`config.mk`:
```
export PLATFORM = sky130hd
export DESIGN_NAME = herloa_pipe_adder
export DESIGN_NICKNAME = d
export VERILOG_FILES = /design/src/rtl/herloa_pipe_adder.sv
export SDC_FILE = /design/constraint.sdc
export NUM_CORES = 1
export LEC_CHECK = 0
export ABC_AREA = 1
export ABC_CLOCK_PERIOD_IN_PS = 5900
export BUFFER_PORTS_ARGS = -buffer_cell sky130_fd_sc_hd__buf_2
export CAP_MARGIN = 20
export CORE_MARGIN = 10
export CORE_UTILIZATION = 44
export DETAILED_ROUTE_END_ITERATION = 10
export GPL_ROUTABILITY_DRIVEN = 0
export SYNTH_ARGS = -nofsm -noshare
export SYNTH_HDL_FRONTEND = slang
export SYNTH_SLANG_ARGS = --single-unit
```
`constraint.sdc`:
```
create_clock -name clk -period 5.9 [get_ports clk]
set_clock_uncertainty 0.05 [all_clocks]
set_input_delay 0.295 -clock clk [delete_from_list [all_inputs] [get_ports clk]]
set_output_delay 0.295 -clock clk [all_outputs]
set_load 0.05 [all_outputs]
```
`src/rtl/herloa_pipe_adder.sv`:
```
// -----------------------------------------------------------------------------
// herloa_pipe_adder
//
// Pipelined HERLOA approximate adder with a per-beat approximate width, a
// valid/ready handshake and an error monitor that compares every result with
// the exact sum and accumulates saturating statistics.
//
// Register ranks:
//   s1  : captured operands A, B and the clamped width k.
//   s2  : approximate low part, carry-in g, lower halves of the approximate
//         and exact sums, upper operand halves.
//   out : S, COUT, ED (registered outputs), out_valid.
// A beat accepted at edge t is visible after edge t+2. All ranks share one
// enable, so the whole pipe freezes while a result waits for out_ready.
//
// Ports:
//   clk, rst          clock, synchronous active-high reset
//   in_valid/in_ready input handshake (in_ready = pipe enable)
//   A, B, K_SEL       operands and requested approximate width (clamped)
//   out_valid/out_ready output handshake
//   S, COUT, ED       approximate sum, carry-out, |exact - approximate|
//   stat_clr          synchronous clear of statistics (wins over a transfer)
//   err_cnt, ed_sum   saturating count of erroneous results / sum of ED
//   ed_max            largest ED seen
// -----------------------------------------------------------------------------
module herloa_pipe_adder #(
    parameter int N    = 16,
    parameter int KMAX = 8,
    parameter int CW   = 16,
    parameter int SW   = 24
) (
    input  logic                       clk,
    input  logic                       rst,
    input  logic                       in_valid,
    output logic                       in_ready,
    input  logic [N-1:0]               A,
    input  logic [N-1:0]               B,
    input  logic [$clog2(KMAX+1)-1:0]  K_SEL,
    output logic                       out_valid,
    input  logic                       out_ready,
    output logic [N-1:0]               S,
    output logic                       COUT,
    output logic [N:0]                 ED,
    input  logic                       stat_clr,
    output logic [CW-1:0]              err_cnt,
    output logic [SW-1:0]              ed_sum,
    output logic [N:0]                 ed_max
);

    localparam int KW   = $clog2(KMAX + 1);
    localparam int L    = N / 2;
    localparam int H    = N - L;
    // Accumulator scratch width: one bit wider than both ed_sum and ED.
    localparam int SUMW = ((SW > N + 1) ? SW : N + 1) + 1;
    localparam logic [KW-1:0] KMAX_K = KW'(KMAX);

    // Unsigned absolute difference of two (N+1)-bit values.
    function automatic logic [N:0] abs_diff(input logic [N:0] x, input logic [N:0] y);
        if (x >= y) begin
            return x - y;
        end else begin
            return y - x;
        end
    endfunction

    // ------------------------------------------------------------------ enable
    logic en_s;
    logic out_valid_q;

    // Reset is folded in so in_ready reads 1 throughout reset.
    assign en_s     = rst | ~out_valid_q | out_ready;
    assign in_ready = en_s;

    // ------------------------------------------------------------------ stage 1
    logic          v1_q;
    logic [N-1:0]  a1_q;
    logic [N-1:0]  b1_q;
    logic [KW-1:0] k1_q;
    logic [KW-1:0] k_clamp_s;

    assign k_clamp_s = (K_SEL > KMAX_K) ? KMAX_K : K_SEL;

    // Operand capture rank.
    always_ff @(posedge clk) begin
        if (rst) begin
            v1_q <= 1'b0;
            a1_q <= {N{1'b0}};
            b1_q <= {N{1'b0}};
            k1_q <= {KW{1'b0}};
        end else if (en_s) begin
            v1_q <= in_valid;
            a1_q <= A;
            b1_q <= B;
            k1_q <= k_clamp_s;
        end
    end

    // low_s marks bits below k-1, top_s marks bit k-1 (both empty for k = 0).
    logic [N-1:0] low_s;
    logic [N-1:0] top_s;

    // Decode the per-beat approximate width into bit masks.
    always_comb begin
        low_s = {N{1'b0}};
        top_s = {N{1'b0}};
        for (int i = 0; i < N; i++) begin
            if (i < int'(k1_q) - 1) begin
                low_s[i] = 1'b1;
            end else if (i == int'(k1_q) - 1) begin
                top_s[i] = 1'b1;
            end else begin
                low_s[i] = 1'b0;
            end
        end
    end

    logic [N-1:0] and_s;
    logic [N-1:0] prev_and_s;
    logic         g_s;
    logic [N-1:0] lo_s;
    logic [N-1:0] mask_s;
    logic [N-1:0] ua_s;
    logic [N-1:0] ub_s;
    logic [N-1:0] cv_s;
    logic [L:0]   asum_lo_s;
    logic [L:0]   esum_lo_s;

    assign and_s      = a1_q & b1_q;
    // Generate of the neighbouring lower bit; bit 0 has no neighbour, which
    // makes the extra term vanish for k = 1.
    assign prev_and_s = {and_s[N-2:0], 1'b0};
    assign g_s        = |(and_s & top_s);
    assign lo_s       = (low_s & (a1_q | b1_q | {N{g_s}}))
                      | (top_s & ((a1_q ^ b1_q) | prev_and_s));
    // Upper operands with the approximate region cleared; g enters at bit k.
    assign mask_s     = low_s | top_s;
    assign ua_s       = a1_q & ~mask_s;
    assign ub_s       = b1_q & ~mask_s;
    assign cv_s       = g_s ? (top_s << 1) : {N{1'b0}};
    assign asum_lo_s  = {1'b0, ua_s[L-1:0]} + {1'b0, ub_s[L-1:0]} + {1'b0, cv_s[L-1:0]};
    assign esum_lo_s  = {1'b0, a1_q[L-1:0]} + {1'b0, b1_q[L-1:0]};

    // ------------------------------------------------------------------ stage 2
    logic         v2_q;
    logic [N-1:0] lo2_q;
    logic [H-1:0] ua_hi_q;
    logic [H-1:0] ub_hi_q;
    logic [H-1:0] cv_hi_q;
    logic [L:0]   asum_lo_q;
    logic [H-1:0] ea_hi_q;
    logic [H-1:0] eb_hi_q;
    logic [L:0]   esum_lo_q;

    // Partial-sum rank.
    always_ff @(posedge clk) begin
        if (rst) begin
            v2_q      <= 1'b0;
            lo2_q     <= {N{1'b0}};
            ua_hi_q   <= {H{1'b0}};
            ub_hi_q   <= {H{1'b0}};
            cv_hi_q   <= {H{1'b0}};
            asum_lo_q <= {(L+1){1'b0}};
            ea_hi_q   <= {H{1'b0}};
            eb_hi_q   <= {H{1'b0}};
            esum_lo_q <= {(L+1){1'b0}};
        end else if (en_s) begin
            v2_q      <= v1_q;
            lo2_q     <= lo_s;
            ua_hi_q   <= ua_s[N-1:L];
            ub_hi_q   <= ub_s[N-1:L];
            cv_hi_q   <= cv_s[N-1:L];
            asum_lo_q <= asum_lo_s;
            ea_hi_q   <= a1_q[N-1:L];
            eb_hi_q   <= b1_q[N-1:L];
            esum_lo_q <= esum_lo_s;
        end
    end

    logic [H:0] asum_hi_s;
    logic [H:0] esum_hi_s;
    logic [N:0] approx_s;
    logic [N:0] exact_s;
    logic [N:0] ed_s;

    assign asum_hi_s = {1'b0, ua_hi_q} + {1'b0, ub_hi_q} + {1'b0, cv_hi_q}
                     + {{H{1'b0}}, asum_lo_q[L]};
    assign esum_hi_s = {1'b0, ea_hi_q} + {1'b0, eb_hi_q} + {{H{1'b0}}, esum_lo_q[L]};
    // The upper sum is zero below bit k, so OR merges in the approximate part.
    assign approx_s  = {asum_hi_s, asum_lo_q[L-1:0]} | {1'b0, lo2_q};
    assign exact_s   = {esum_hi_s, esum_lo_q[L-1:0]};
    assign ed_s      = abs_diff(exact_s, approx_s);

    // ------------------------------------------------------------------ output
    logic [N-1:0] s_q;
    logic         cout_q;
    logic [N:0]   ed_q;

    // Result rank; held while the consumer stalls.
    always_ff @(posedge clk) begin
        if (rst) begin
            out_valid_q <= 1'b0;
            s_q         <= {N{1'b0}};
            cout_q      <= 1'b0;
            ed_q        <= {(N+1){1'b0}};
        end else if (en_s) begin
            out_valid_q <= v2_q;
            if (v2_q) begin
                s_q    <= approx_s[N-1:0];
                cout_q <= approx_s[N];
                ed_q   <= ed_s;
            end
        end
    end

    assign out_valid = out_valid_q;
    assign S         = s_q;
    assign COUT      = cout_q;
    assign ED        = ed_q;

    // ------------------------------------------------------------------ stats
    logic            xfer_s;
    logic [CW-1:0]   err_cnt_q, err_cnt_d;
    logic [SW-1:0]   ed_sum_q,  ed_sum_d;
    logic [N:0]      ed_max_q,  ed_max_d;
    logic [SUMW-1:0] sum_ext_s;

    assign xfer_s    = out_valid_q & out_ready;
    assign sum_ext_s = SUMW'(ed_sum_q) + SUMW'(ed_q);

    // Statistics next state: clear has priority over a transfer update.
    always_comb begin
        err_cnt_d = err_cnt_q;
        ed_sum_d  = ed_sum_q;
        ed_max_d  = ed_max_q;
        if (stat_clr) begin
            err_cnt_d = {CW{1'b0}};
            ed_sum_d  = {SW{1'b0}};
            ed_max_d  = {(N+1){1'b0}};
        end else if (xfer_s) begin
            if ((ed_q != {(N+1){1'b0}}) && (err_cnt_q != {CW{1'b1}})) begin
                err_cnt_d = err_cnt_q + CW'(1);
            end else begin
                err_cnt_d = err_cnt_q;
            end
            if (|sum_ext_s[SUMW-1:SW]) begin
                ed_sum_d = {SW{1'b1}};
            end else begin
                ed_sum_d = sum_ext_s[SW-1:0];
            end
            if (ed_q > ed_max_q) begin
                ed_max_d = ed_q;
            end else begin
                ed_max_d = ed_max_q;
            end
        end else begin
            err_cnt_d = err_cnt_q;
        end
    end

    // Statistics registers.
    always_ff @(posedge clk) begin
        if (rst) begin
            err_cnt_q <= {CW{1'b0}};
            ed_sum_q  <= {SW{1'b0}};
            ed_max_q  <= {(N+1){1'b0}};
        end else begin
            err_cnt_q <= err_cnt_d;
            ed_sum_q  <= ed_sum_d;
            ed_max_q  <= ed_max_d;
        end
    end

    assign err_cnt = err_cnt_q;
    assign ed_sum  = ed_sum_q;
    assign ed_max  = ed_max_q;

endmodule

```
Word level (Yosys, flattened, before mapping)
Cells that the tools add are included.
Widths: inputs -> output; s select.

storage, ports and cells
  word-level logic and storage cells = 146
  bits in registers = 204
  bits of input ports = 41
  output and inout bits = 93

operators by class
  reductions and logical operators = 8
  bitwise logic cells = 18
  muxes and demuxes = 52
  equality and inequality tests = 16
  add/subtract/negate cells = 13
  order comparisons = 19

operators with widths
  cell                   number
  $and 16x16->16         6
  $or 16x16->16          5
  $mux 1                 48
  $eq 5x5->1 const A     8
  $lt 5x5->1 const A     8
  $add 8x8->9            4
  $sub 17x17->17         2
  $logic_not 32->1       1
  $add 24x17->25         1
  $mux 24                1
  $eq 4x5->1 const A     4
  $lt 4x5->1 const A     4
  $add 9x1->9            2
  $add 9x8->9            2
  $ge 17x17->1           1
  $gt 17x17->1           1
  $mux 17                1
  $or 17x16->17          1
  $reduce_bool 17->1     1
  $add 16x1->16 const B  1
  $mux 16                1
  $ne 16x16->1 const B   1
  $not 16->16            1
  $reduce_or 16->1       1
  other kinds (15)       20

Logic depth before layout (Yosys ltp)
Gate-level depths: netlist of the first run.

  depth after elaboration = 9
  gate-level depth with buffers = 34
  gate-level depth less buffers = 32

Worst setup path before layout of the first run
No wires, ideal clock.

  path kind = reg2reg
  start = register k1_q[0]
  end = register asum_lo_q[7]
  clock period less this slack = 4611 ps
  setup time = 117 ps
  setup slack = 1289 ps
  buffers on the path = 2
  required time = 5733 ps
  arrival = 4444 ps
  cell stages (with the launch flop) = 33
  cells stage by stage = dfxtp_1 -> inv_2 -> clkbuf_1 -> ha_1 -> inv_1 -> nand2_1 -> nand2_2 -> nand4_1 -> inv_1 -> ha_1 -> inv_1 -> nand4_1 -> nand3_1 -> nand3_1 -> nor2_2 -> nor2_4 -> nand2_4 -> buf_6 -> nand3_1 -> fa_1 -> inv_1 -> ha_1 -> fa_1 -> nand2_1 -> nand2_1 -> a21oi_1 -> nor2_1 -> nor2_1 -> nor2_1 -> nor2_1 -> nor2_1 -> o221ai_1 -> inv_1

between the ends
  longest elaborated chain between the ends = 9
  elaborated cells between the ends (all ways) = 82
  classes of those cells = add/sub: 3; order compare: 16; eq/ne: 15; mux: 41; bitwise: 5; reduce/logical: 2

RTL lines
  what                                            RTL line  RTL
  from (decl)                                     78        logic [KW-1:0] k1_q;
  from (signal assigned)                          89        k1_q <= {KW{1'b0}};
  from (signal assigned)                          94        k1_q <= k_clamp_s;
  $sub 4x1->5 (*)                                 107, 109
  $logic_not 32->1, or another cell as far along  109       end else if (i == int'(k1_q) - 1) begin
  $mux 1                                          109
  $mux 1                                          107       if (i < int'(k1_q) - 1) begin
  $or 16x16->16                                   136       assign mask_s = low_s | top_s;
  $not 16->16                                     137, 138
  $and 16x16->16, on equally long branches        137, 138
  $add 8x8->9                                     140       assign asum_lo_s = {1'b0, ua_s[L-1:0]} + {1'b0, ub_s[L-1:0]} + {1'b0, cv_s[L-1:0]};
  $add 9x8->9 (*)                                 140
  to (signal assigned)                            162       asum_lo_q <= {(L+1){1'b0}};
  to (signal assigned)                            172       asum_lo_q <= asum_lo_s;
  to (decl)                                       149       logic [L:0] asum_lo_q;

Mark *: on every way between the ends. The rest lies on a longest branch, timed or not.
A chain may end at the register's enable or synchronous reset.

Final worst setup path of the first run
  start = register k1_q[0]
  end = register asum_lo_q[8]

Same word-level chain as after synthesis.

==> flow_summary.json, run 1 <==
{
  "gr-usage-met2_pct": 33.7,
  "required_ns": 6.33,
  "drt_iter0_markers": 867,
  "wl_per_cell_um": 16.2,
  "r2r_slack_ns": 0.81,
  "grt_pass1_wl_um": 64500,
  "grt-ovfl-total": 0,
  "clock_sinks": 204,
  "status": "completed",
  "ios": 134,
  "syn-cell-area_um2": 13500,
  "holdPathStages": 3,
  "die_area_um2": 38200,
  "hold_path_class": "in2reg",
  "cts-root-buf": "clkbuf_16",
  "synth_warnings": 0,
  "drc": 0,
  "die_y_um": 195,
  "layout_commonest_cell": "nand2_1",
  "slew_viol_final": 0,
  "clock_path_buffers": 3,
  "seq_area_frac_synth_pct": 30.2,
  "detail_route.vias_per_cell": 5.22,
  "drtAntennaViolNets": 0,
  "area_growth_pct": 16.3,
  "cts_max_level": 1,
  "endpoint_kind": "register",
  "fmax_mhz": 196,
  "start_util_pct": 44.4,
  "ys_async_sr_fraction_pct": 0,
  "power_density_nw_per_um2": 281,
  "post-cts-setup-buffer-count": 0,
  "dpl.hpwl_um": 30400,
  "min_from": "K_SEL[3]",
  "numPortBuffers": 133,
  "slew_headroom_pct": 37.3,
  "first_pass_iters": 7,
  "crit_slowest_cell": "dfxtp_1",
  "core_area_um2": 30500,
  "critPathLaunchType": "register",
  "grt-busiest-layer": "met2",
  "worstHoldEndpoint": "k1_q[3]$_SDFFE_PP0N_",
  "tritoncts": "built",
  "crit_type": "reg2reg",
  "hold_viol_final": 0,
  "synth_top_family_by_area": "simple AND/OR/NAND/NOR gates",
  "grt_usage_pct": 20.2,
  "fill_cells": 3065,
  "tns_ns": 0,
  "path_common_cell": "nand2_1",
  "layout_common_cells": "nand2_1, inv_1, dfxtp_1, o21ai_0, a21oi_1",
  "synth-xor-area-share_pct": 3.75,
  "setup_ws_ns": 0.807,
  "ctsHoldBuffers": 36,
  "period_share_pct": 86.3,
  "antenna_cells": 0,
  "synthFlopType": "dfxtp_1",
  "vias": 12800,
  "post_cts_resized": 0,
  "yosys-mux-area-fraction_pct": 0,
  "max_stage_delay_ns": 0.49,
  "fin_nets": 2237,
  "clkLatencyLatePin_ns": 0.54,
  "grt_pass1_vias": 12600,
  "worstPathMaxFanout": 16,
  "grt_util_met1_pct": 25.8,
  "drive_gt1_share_pct": 12.0,
  "hold_ws_ns": 0.106,
  "synthSimpleGateAreaFrac_pct": 23.9,
  "clkTransAtPathRegs_ns": 0.06,
  "rr_startpoint": "k1_q[0]$_SDFFE_PP0N_",
  "maxCapViolations": 0,
  "startpoint": "k1_q[0]$_SDFFE_PP0N_",
  "antenna_found_initial": 0,
  "layout_min_cycle_time_ns": 5.09,
  "leakagePower_nw": 7.72,
  "drt-total-wl_um": 39800,
  "syn_avg_cell_area_um2": 7.10,
  "ir_drop_mv": 0.226,
  "pre_cts_ws_ns": 0.983,
  "core.rowCount": 64,
  "syn_nets": 2098,
  "ys_ff_latch": 204,
  "dieWidth_um": 195,
  "syn_inst": 1906,
  "worst_pin_slew_ns": 0.938,
  "numCtsBuffers": 25,
  "synth_cell_types": 52,
  "use_met3_pct": 3.48,
  "setup_violations": 0,
  "grt_max_degree": 62,
  "synthAdderAreaFrac_pct": 15.2,
  "synth_edf_count": 0,
  "grt_setup_unrepaired": "no",
  "rr_endpoint": "asum_lo_q[8]$_SDFFE_PP0N_",
  "critPathArrivalTime_ns": 5.52,
  "synth_compound_area_share_pct": 16.8,
  "reg2regPathDepth": 28
}
[layer usage]
metal,vias up,share of wire (%)
li1,6498,-
met1,5866,45
met2,390,45
met3,83,6.3
met4,0,2.9
met5,-,0
[registers in the layout, indices dropped and copies added (netlist names), 4 cells and up]
name       flops
ed_sum        24
ED            17
ed_max        17
S             16
a1_q          16
b1_q          16
err_cnt       16
lo2_q         16
asum_lo_q      9
esum_lo_q      9
cv_hi_q        8
ea_hi_q        8
eb_hi_q        8
ua_hi_q        8
ub_hi_q        8
k1_q           4
[how the worst max path moves through the flow]
stage / end / slack [ns] / cells past startpoint
finish: asum_lo_q[8]$_SDFFE_PP0N_ / 0.81 / 28
detailed placement: asum_lo_q[8]$_SDFFE_PP0N_ / 0.98 / 28
global route: asum_lo_q[8]$_SDFFE_PP0N_ / 0.51 / 28
global placement: asum_lo_q[7]$_SDFFE_PP0N_ / 1.17 / 30
floorplan: asum_lo_q[7]$_SDFFE_PP0N_ / 1.29 / 32
CTS: asum_lo_q[8]$_SDFFE_PP0N_ / 0.95 / 28
[synth_stat cells (6+ instances only)]
master / count / area (um2)
o211ai_1: 11 / 82.6
o22ai_1: 10 / 62.6
nor2_1: 145 / 544
nand2_2: 6 / 37.5
nor4_1: 8 / 50.1
xnor2_1: 17 / 149
a21o_1: 7 / 52.6
fa_1: 23 / 460
nand3_1: 98 / 490
a32o_1: 9 / 90.1
o31ai_1: 11 / 82.6
nand4_1: 15 / 93.8
ha_1: 128 / 1600
clkbuf_1: 42 / 158
dfxtp_1: 204 / 4080
a22o_1: 6 / 52.6
nand2_1: 392 / 1470
a31oi_1: 6 / 37.5
nor3_1: 25 / 125
nor2_2: 9 / 56.3
o21ai_0: 171 / 856
buf_2: 6 / 30.0
nand3_2: 18 / 180
inv_1: 272 / 1020
xor2_1: 41 / 359
inv_2: 11 / 41.3
o21bai_1: 10 / 75.1
a21oi_1: 151 / 756
or2_2: 9 / 56.3
[cells by family (layout without fill, tap and decap cells)]
| logic type | after synthesis | after routing |
|---|---|---|
| compound gates | 409 | 409 |
| flops | 204 | 204 |
| buf+inv | 348 | 504 |
| simple gates | 736 | 736 |
| xor+xnor | 58 | 58 |
| fa+ha+maj | 151 | 151 |
[report_power, final]
group	internal [mW]	switching [mW]	leakage, nW
clock	1.04	0.612	0.423
sequential	1.45	0.0681	1.67
combinational	0.421	0.827	5.63
total	2.91	1.51	7.72
[final cells by class]
class	count	area (um2)	area share, %
multi-input cells	1354	8100	51.5
well taps	396	495	3.15
clock buffers	32	692	4.40
clock inverters	12	195	1.24
repair buffers	176	1100	6.98
inverters	284	1070	6.77
flip-flops and latches	204	4080	26.0
[critical path: cells and delay by family, from the launching register on]
kind,cells,cell delay [ns]
and+or+nand+nor,20,2.78
buffers and inverters,3,0.36
adders and majority gates,3,1.02
DFF,1,0.49
AOI/OAI and AO/OA,2,0.34
[per-stage QoR]
step                      util [%]  power, mW  area [um2]  cells
after floorplan                  -       2.46       13500   1906
after global placement        47.4       2.75       14500   2377
after detailed placement      47.4       2.76       14500   2377
after CTS                     51.5       4.44       15700   2457
after global routing          51.6       4.67       15700   2458
final                         51.6       4.42       15700   2458
Power figures use the tool's default switching activity.
==> run 2: changes to the inputs <==
--- a/config.mk
+++ b/config.mk
@@ -7,12 +7,13 @@
 export LEC_CHECK = 0
 export ABC_AREA = 1
 export ABC_CLOCK_PERIOD_IN_PS = 5900
-export BUFFER_PORTS_ARGS = -buffer_cell sky130_fd_sc_hd__buf_2
 export CAP_MARGIN = 20
 export CORE_MARGIN = 10
 export CORE_UTILIZATION = 44
 export DETAILED_ROUTE_END_ITERATION = 10
+export DONT_BUFFER_PORTS = 1
 export GPL_ROUTABILITY_DRIVEN = 0
+export SLEW_MARGIN = 20
 export SYNTH_ARGS = -nofsm -noshare
 export SYNTH_HDL_FRONTEND = slang
 export SYNTH_SLANG_ARGS = --single-unit
==> run 2 against run 1 <==
  * Routed wire length is 0.20% higher
  * Die area did not move
  * Register-to-register slack improved by 0.05 ns
  * Global-route usage shrank 0.19 points
  * Clock power decreased by 10%
  * Sequential share of layout area up 1.2 points
  * Critical endpoint unchanged
  * Highest routed layer unchanged
==> flow_summary.json, run 2 (synthesis results as in run 1) <==
{
  "grt_usage_pct": 20.0,
  "status": "completed",
  "die_area_um2": 38200,
  "tns_ns": 0,
  "fmax_mhz": 198,
  "ctsHoldBuffers": 38,
  "numPortBuffers": 0,
  "drtAntennaViolNets": 0,
  "cp-endpoint": "asum_lo_q[8]$_SDFFE_PP0N_",
  "layout_min_cycle_time_ns": 5.04,
  "clock_sinks": 204,
  "maxCapViolations": 0,
  "fin_nets": 2113,
  "slew_viol_final": 0,
  "switching_share_pct": 35.2,
  "leakagePower_nw": 7.07,
  "clkLatencyLatePin_ns": 0.53,
  "grt-ovfl-total": 0,
  "detail_route.vias_per_cell": 5.32,
  "ir_drop_mv": 0.213,
  "start_util_pct": 44.4,
  "grt_pass1_vias": 11900,
  "power_density_nw_per_um2": 281,
  "antenna_cells": 0,
  "period_share_pct": 85.4,
  "p_int_mw": 2.74,
  "layout_common_cells": "nand2_1, inv_1, dfxtp_1, o21ai_0, a21oi_1",
  "placed_cells": 2253,
  "numCtsBuffers": 24,
  "power_mw": 4.23,
  "worst_pin_slew_ns": 0.952,
  "dieWidth_um": 195,
  "area_growth_pct": 11.1,
  "critPathArrivalTime_ns": 5.47,
  "fin_cells": 2334,
  "vias": 12400,
  "grt_setup_unrepaired": "no",
  "path_common_cell": "nand2_1",
  "largest_register_ff_count": 24,
  "max_stage_delay_ns": 0.50,
  "core.rowCount": 64,
  "drive_gt1_share_pct": 6.35,
  "finalCoreUtilization_pct": 49.3,
  "first_pass_iters": 6,
  "wl_per_cell_um": 17.1,
  "core_area_um2": 30500,
  "drt_iter0_markers": 833,
  "r2r_slack_ns": 0.86,
  "clkTransAtPathRegs_ns": 0.06,
  "grt_pass1_wl_um": 63400,
  "layout_commonest_cell": "nand2_1",
  "setup_violations": 0,
  "hold_viol_final": 0,
  "post-cts-setup-buffer-count": 0,
  "crit_slowest_cell": "dfxtp_1",
  "hold_ws_ns": 0.0311,
  "drt-total-wl_um": 39900,
  "rr_startpoint": "k1_q[0]$_SDFFE_PP0N_",
  "hold_path_class": "in2reg",
  "clock_path_buffers": 3,
  "die_y_um": 195,
  "rr_endpoint": "asum_lo_q[8]$_SDFFE_PP0N_",
  "netSwitchingPower_mw": 1.49,
  "slew_headroom_pct": 36.4,
  "seq_power_share_pct": 37.0,
  "endpoint_kind": "register",
  "tritoncts": "built",
  "combPwrFrac_pct": 27.9,
  "required_ns": 6.33,
  "worstPathMaxFanout": 16,
  "post_cts_resized": 0,
  "critPathLaunchType": "register",
  "cts-root-buf": "clkbuf_16",
  "pwr-share-clk_pct": 35.1,
  "drc": 0,
  "reg2regPathDepth": 28,
  "grt_max_degree": 62,
  "cts_max_level": 1,
  "ios": 134,
  "startpoint": "k1_q[0]$_SDFFE_PP0N_",
  "dpl.hpwl_um": 30400,
  "antenna_found_initial": 0,
  "crit_type": "reg2reg",
  "fill_cells": 3083
}
## run 2: cell types whose count changed in the layout (fill, tap and decap cells not counted), sizes merged
cell,change
buf,-125
bufinv,-4
clkbuf,+2
clkinv,+3
clkinvlp,-3
dlygate4sd3,+2
inv,+1
## run 2: power by group through the flow
stage	logic (mW)	registers (mW)	clock network, mW
detailed placement	1.14	1.60	0
global placement	1.13	1.60	0
finish	1.18	1.57	1.48
global route	1.34	1.57	1.58
CTS	1.17	1.57	1.52
floorplan	0.871	1.59	0
## run 2: worst min-delay path by stage
stage	end	from	depth (start not counted)	slack, ns
after floorplan	a1_q[0]$_SDFFE_PP0N_	A[0]	2	0.36
after global placement	lo2_q[13]$_SDFFE_PP0N_	rst	1	0.32
after detailed placement	lo2_q[12]$_SDFFE_PP0N_	rst	1	0.33
after global routing	esum_lo_q[5]$_SDFFE_PP0N_	out_ready	4	0.03
after CTS	esum_lo_q[5]$_SDFFE_PP0N_	out_ready	4	0.01
final	esum_lo_q[5]$_SDFFE_PP0N_	out_ready	4	0.03
## run 2: cell type report
| type | instances | area (um2) | area share, % |
|---|---|---|---|
| multi-input combinational | 1354 | 8100 | 53.9 |
| sequential | 204 | 4080 | 27.2 |
| clock inverter | 9 | 76.3 | 0.508 |
| timing repair buffer | 53 | 493 | 3.28 |
| inverter | 284 | 1070 | 7.09 |
| clock buffer | 34 | 719 | 4.78 |
| tap | 396 | 495 | 3.29 |
## run 2: layer usage
metal / wire length, um / global-route usage, %
met1: 17400 / 25.7
met2: 18400 / 33.3
met3: 3060 / 3.89
met4: 1050 / 5.51
met5: 0 / 0
## run 2: critical path: cells and delay by family (launching register included)
family                   cells  cell delay (ns)
AND/OR/NAND/NOR             20             2.75
adder cells (fa/ha/maj)      3             1.03
flip-flops                   1             0.50
buffers and inverters        3             0.35
AO/OA/AOI/OAI                2             0.31
## run 2: through the flow
stage	worst slack, ns	instance area (um2)
global route	0.477	15000
floorplan	1.29	13500
detailed placement	0.996	13900
CTS	0.971	15000
global placement	1.17	13900
finish	0.862	15000
==> run 3: changes to the inputs <==
--- a/config.mk
+++ b/config.mk
@@ -6,7 +6,7 @@
 export NUM_CORES = 1
 export LEC_CHECK = 0
 export ABC_AREA = 1
-export ABC_CLOCK_PERIOD_IN_PS = 5900
+export ABC_CLOCK_PERIOD_IN_PS = 6000
 export CAP_MARGIN = 20
 export CORE_MARGIN = 10
 export CORE_UTILIZATION = 44
==> constraint.sdc (replaced) <==
create_clock -name clk -period 6 [get_ports clk]
set_clock_uncertainty 0.05 [all_clocks]
set_input_delay 0.3 -clock clk [delete_from_list [all_inputs] [get_ports clk]]
set_output_delay 0.3 -clock clk [all_outputs]
set_load 0.05 [all_outputs]
==> run 3 against run 2 <==
  * Worst setup slack worse by 0.011 ns
  * Worst hold slack improved by 0.0027 ns
  * Register-to-register slack is essentially flat
  * Critical path depth up 3
  * First-iteration DRC count is 17% higher
==> flow_summary.json, run 3 (synthesis results as in run 1) <==
{
  "holdPathStages": 4,
  "fmax_mhz": 194,
  "vias": 12300,
  "core.rowCount": 64,
  "placed_cells": 2253,
  "fill_cells": 3044,
  "worst_pin_slew_ns": 0.939,
  "slew_viol_final": 0,
  "fin_nets": 2114,
  "clock_sinks": 204,
  "wl_per_cell_um": 16.9,
  "antenna_cells": 0,
  "grt-ovfl-total": 0,
  "grt_pass1_vias": 12100,
  "post_cts_resized": 0,
  "hold_viol_final": 0,
  "cts_max_level": 1,
  "leakagePower_nw": 7.08,
  "tns_ns": 0,
  "setup_violations": 0,
  "cts-root-buf": "clkbuf_16",
  "tritoncts": "built",
  "drt-total-wl_um": 39500,
  "die_y_um": 195,
  "drive_gt1_share_pct": 6.34,
  "clkLatencyLatePin_ns": 0.53,
  "required_ns": 6.37,
  "grt_pass1_wl_um": 63900,
  "met3WireLength_um": 2650,
  "first_pass_iters": 6,
  "crit_slowest_cell": "dfxtp_1",
  "maxCapViolations": 0,
  "start_util_pct": 44.4,
  "r2r_slack_ns": 0.85,
  "pre_cts_ws_ns": 0.921,
  "hold_ws_ns": 0.0338,
  "top_layer_used": "met4",
  "grt_usage_pct": 20.1,
  "ios": 134,
  "reg2regPathDepth": 31,
  "dieWidth_um": 195,
  "numPortBuffers": 0,
  "drt_iter0_markers": 972,
  "ctsHoldBuffers": 38,
  "clock_path_buffers": 3,
  "detail_route.vias_per_cell": 5.28,
  "clkTransAtPathRegs_ns": 0.06,
  "dpl.hpwl_um": 30100,
  "grt_max_degree": 62,
  "antenna_found_initial": 0,
  "largest_register_ff_count": 24,
  "finalCoreUtilization_pct": 49.4,
  "drc": 0,
  "worstHoldEndpoint": "esum_lo_q[5]$_SDFFE_PP0N_",
  "layout_common_cells": "nand2_1, inv_1, dfxtp_1, o21ai_0, a21oi_1",
  "numCtsBuffers": 25,
  "area_growth_pct": 11.4,
  "period_share_pct": 85.8,
  "slew_headroom_pct": 37.3,
  "worstPathMaxFanout": 16,
  "critPathArrivalTime_ns": 5.52,
  "status": "completed",
  "power_density_nw_per_um2": 280,
  "max_stage_delay_ns": 0.49,
  "wl_met2_um": 18100,
  "wl_met1_um": 17500,
  "endpoint_kind": "register",
  "grt_setup_unrepaired": "no",
  "layout_min_cycle_time_ns": 5.15,
  "crit_type": "reg2reg",
  "ir_drop_mv": 0.212,
  "post-cts-setup-buffer-count": 0,
  "die_area_um2": 38200,
  "setup_ws_ns": 0.851,
  "rr_startpoint": "k1_q[0]$_SDFFE_PP0N_",
  "fin_cells": 2336,
  "critPathLaunchType": "register",
  "core_area_um2": 30500,
  "rr_endpoint": "asum_lo_q[7]$_SDFFE_PP0N_",
  "hold_path_class": "in2reg",
  "drtAntennaViolNets": 0,
  "layout_commonest_cell": "nand2_1",
  "min_from": "out_ready"
}
==> run 3: changes by cell type in the layout (fill, tap and decap cells not counted) <==
cell | before | now
clkinvlp_4 | 1 | 0
inv_6 | 0 | 1
clkinv_2 | 6 | 5
clkinv_4 | 1 | 4
clkbuf_8 | 6 | 2
bufinv_16 | 1 | 3
clkbuf_1 | 3 | 5
==> run 3: how the worst max path moves through the flow <==
stage | startpoint | to
3_3_place_gp | k1_q[0]$_SDFFE_PP0N_ | asum_lo_q[7]$_SDFFE_PP0N_
5_1_grt | k1_q[0]$_SDFFE_PP0N_ | asum_lo_q[7]$_SDFFE_PP0N_
2_1_floorplan | k1_q[0]$_SDFFE_PP0N_ | asum_lo_q[7]$_SDFFE_PP0N_
6_report | k1_q[0]$_SDFFE_PP0N_ | asum_lo_q[7]$_SDFFE_PP0N_
3_5_place_dp | k1_q[0]$_SDFFE_PP0N_ | asum_lo_q[7]$_SDFFE_PP0N_
4_1_cts | k1_q[0]$_SDFFE_PP0N_ | asum_lo_q[7]$_SDFFE_PP0N_
==> run 3: routing by layer <==
metal | track usage (%) | up-vias
li1 | - | 6265
met1 | 25.7 | 5628
met5 | 0 | -
met2 | 33.4 | 369
met4 | 6.33 | 0
met3 | 3.85 | 71
==> run 3: cell type report <==
type                    instances  area (um2)  share of cell area [%]
well taps                     396         495                    3.29
flip-flops and latches        204        4080                    27.1
multi-input cells            1354        8100                    53.8
inverters                     284        1070                    7.07
clock buffers                  32         672                    4.46
clock inverters                13         159                    1.05
repair buffers                 53         493                    3.27
==> run 3: report_power, final <==
part / internal, mW / switching [mW] / total, mW
logic: 0.397 / 0.761 / 1.16
registers: 1.42 / 0.118 / 1.54
clock network: 0.922 / 0.604 / 1.53
==> run 3: metrics by stage <==
stage	area [um2]	total power, mW
after floorplan	13500	2.42
after global placement	13900	2.68
after detailed placement	13900	2.69
after CTS	15100	4.25
after global routing	15100	4.47
final	15100	4.22
==> run 3: worst max-delay path: cells and delay by family, from the launching register on <==
family	cells	cell delay, ns
buffers and inverters	7	0.73
AND/OR/NAND/NOR	17	1.83
adder cells (fa/ha/maj)	5	1.62
flip-flops	1	0.49
AO/OA/AOI/OAI	2	0.31
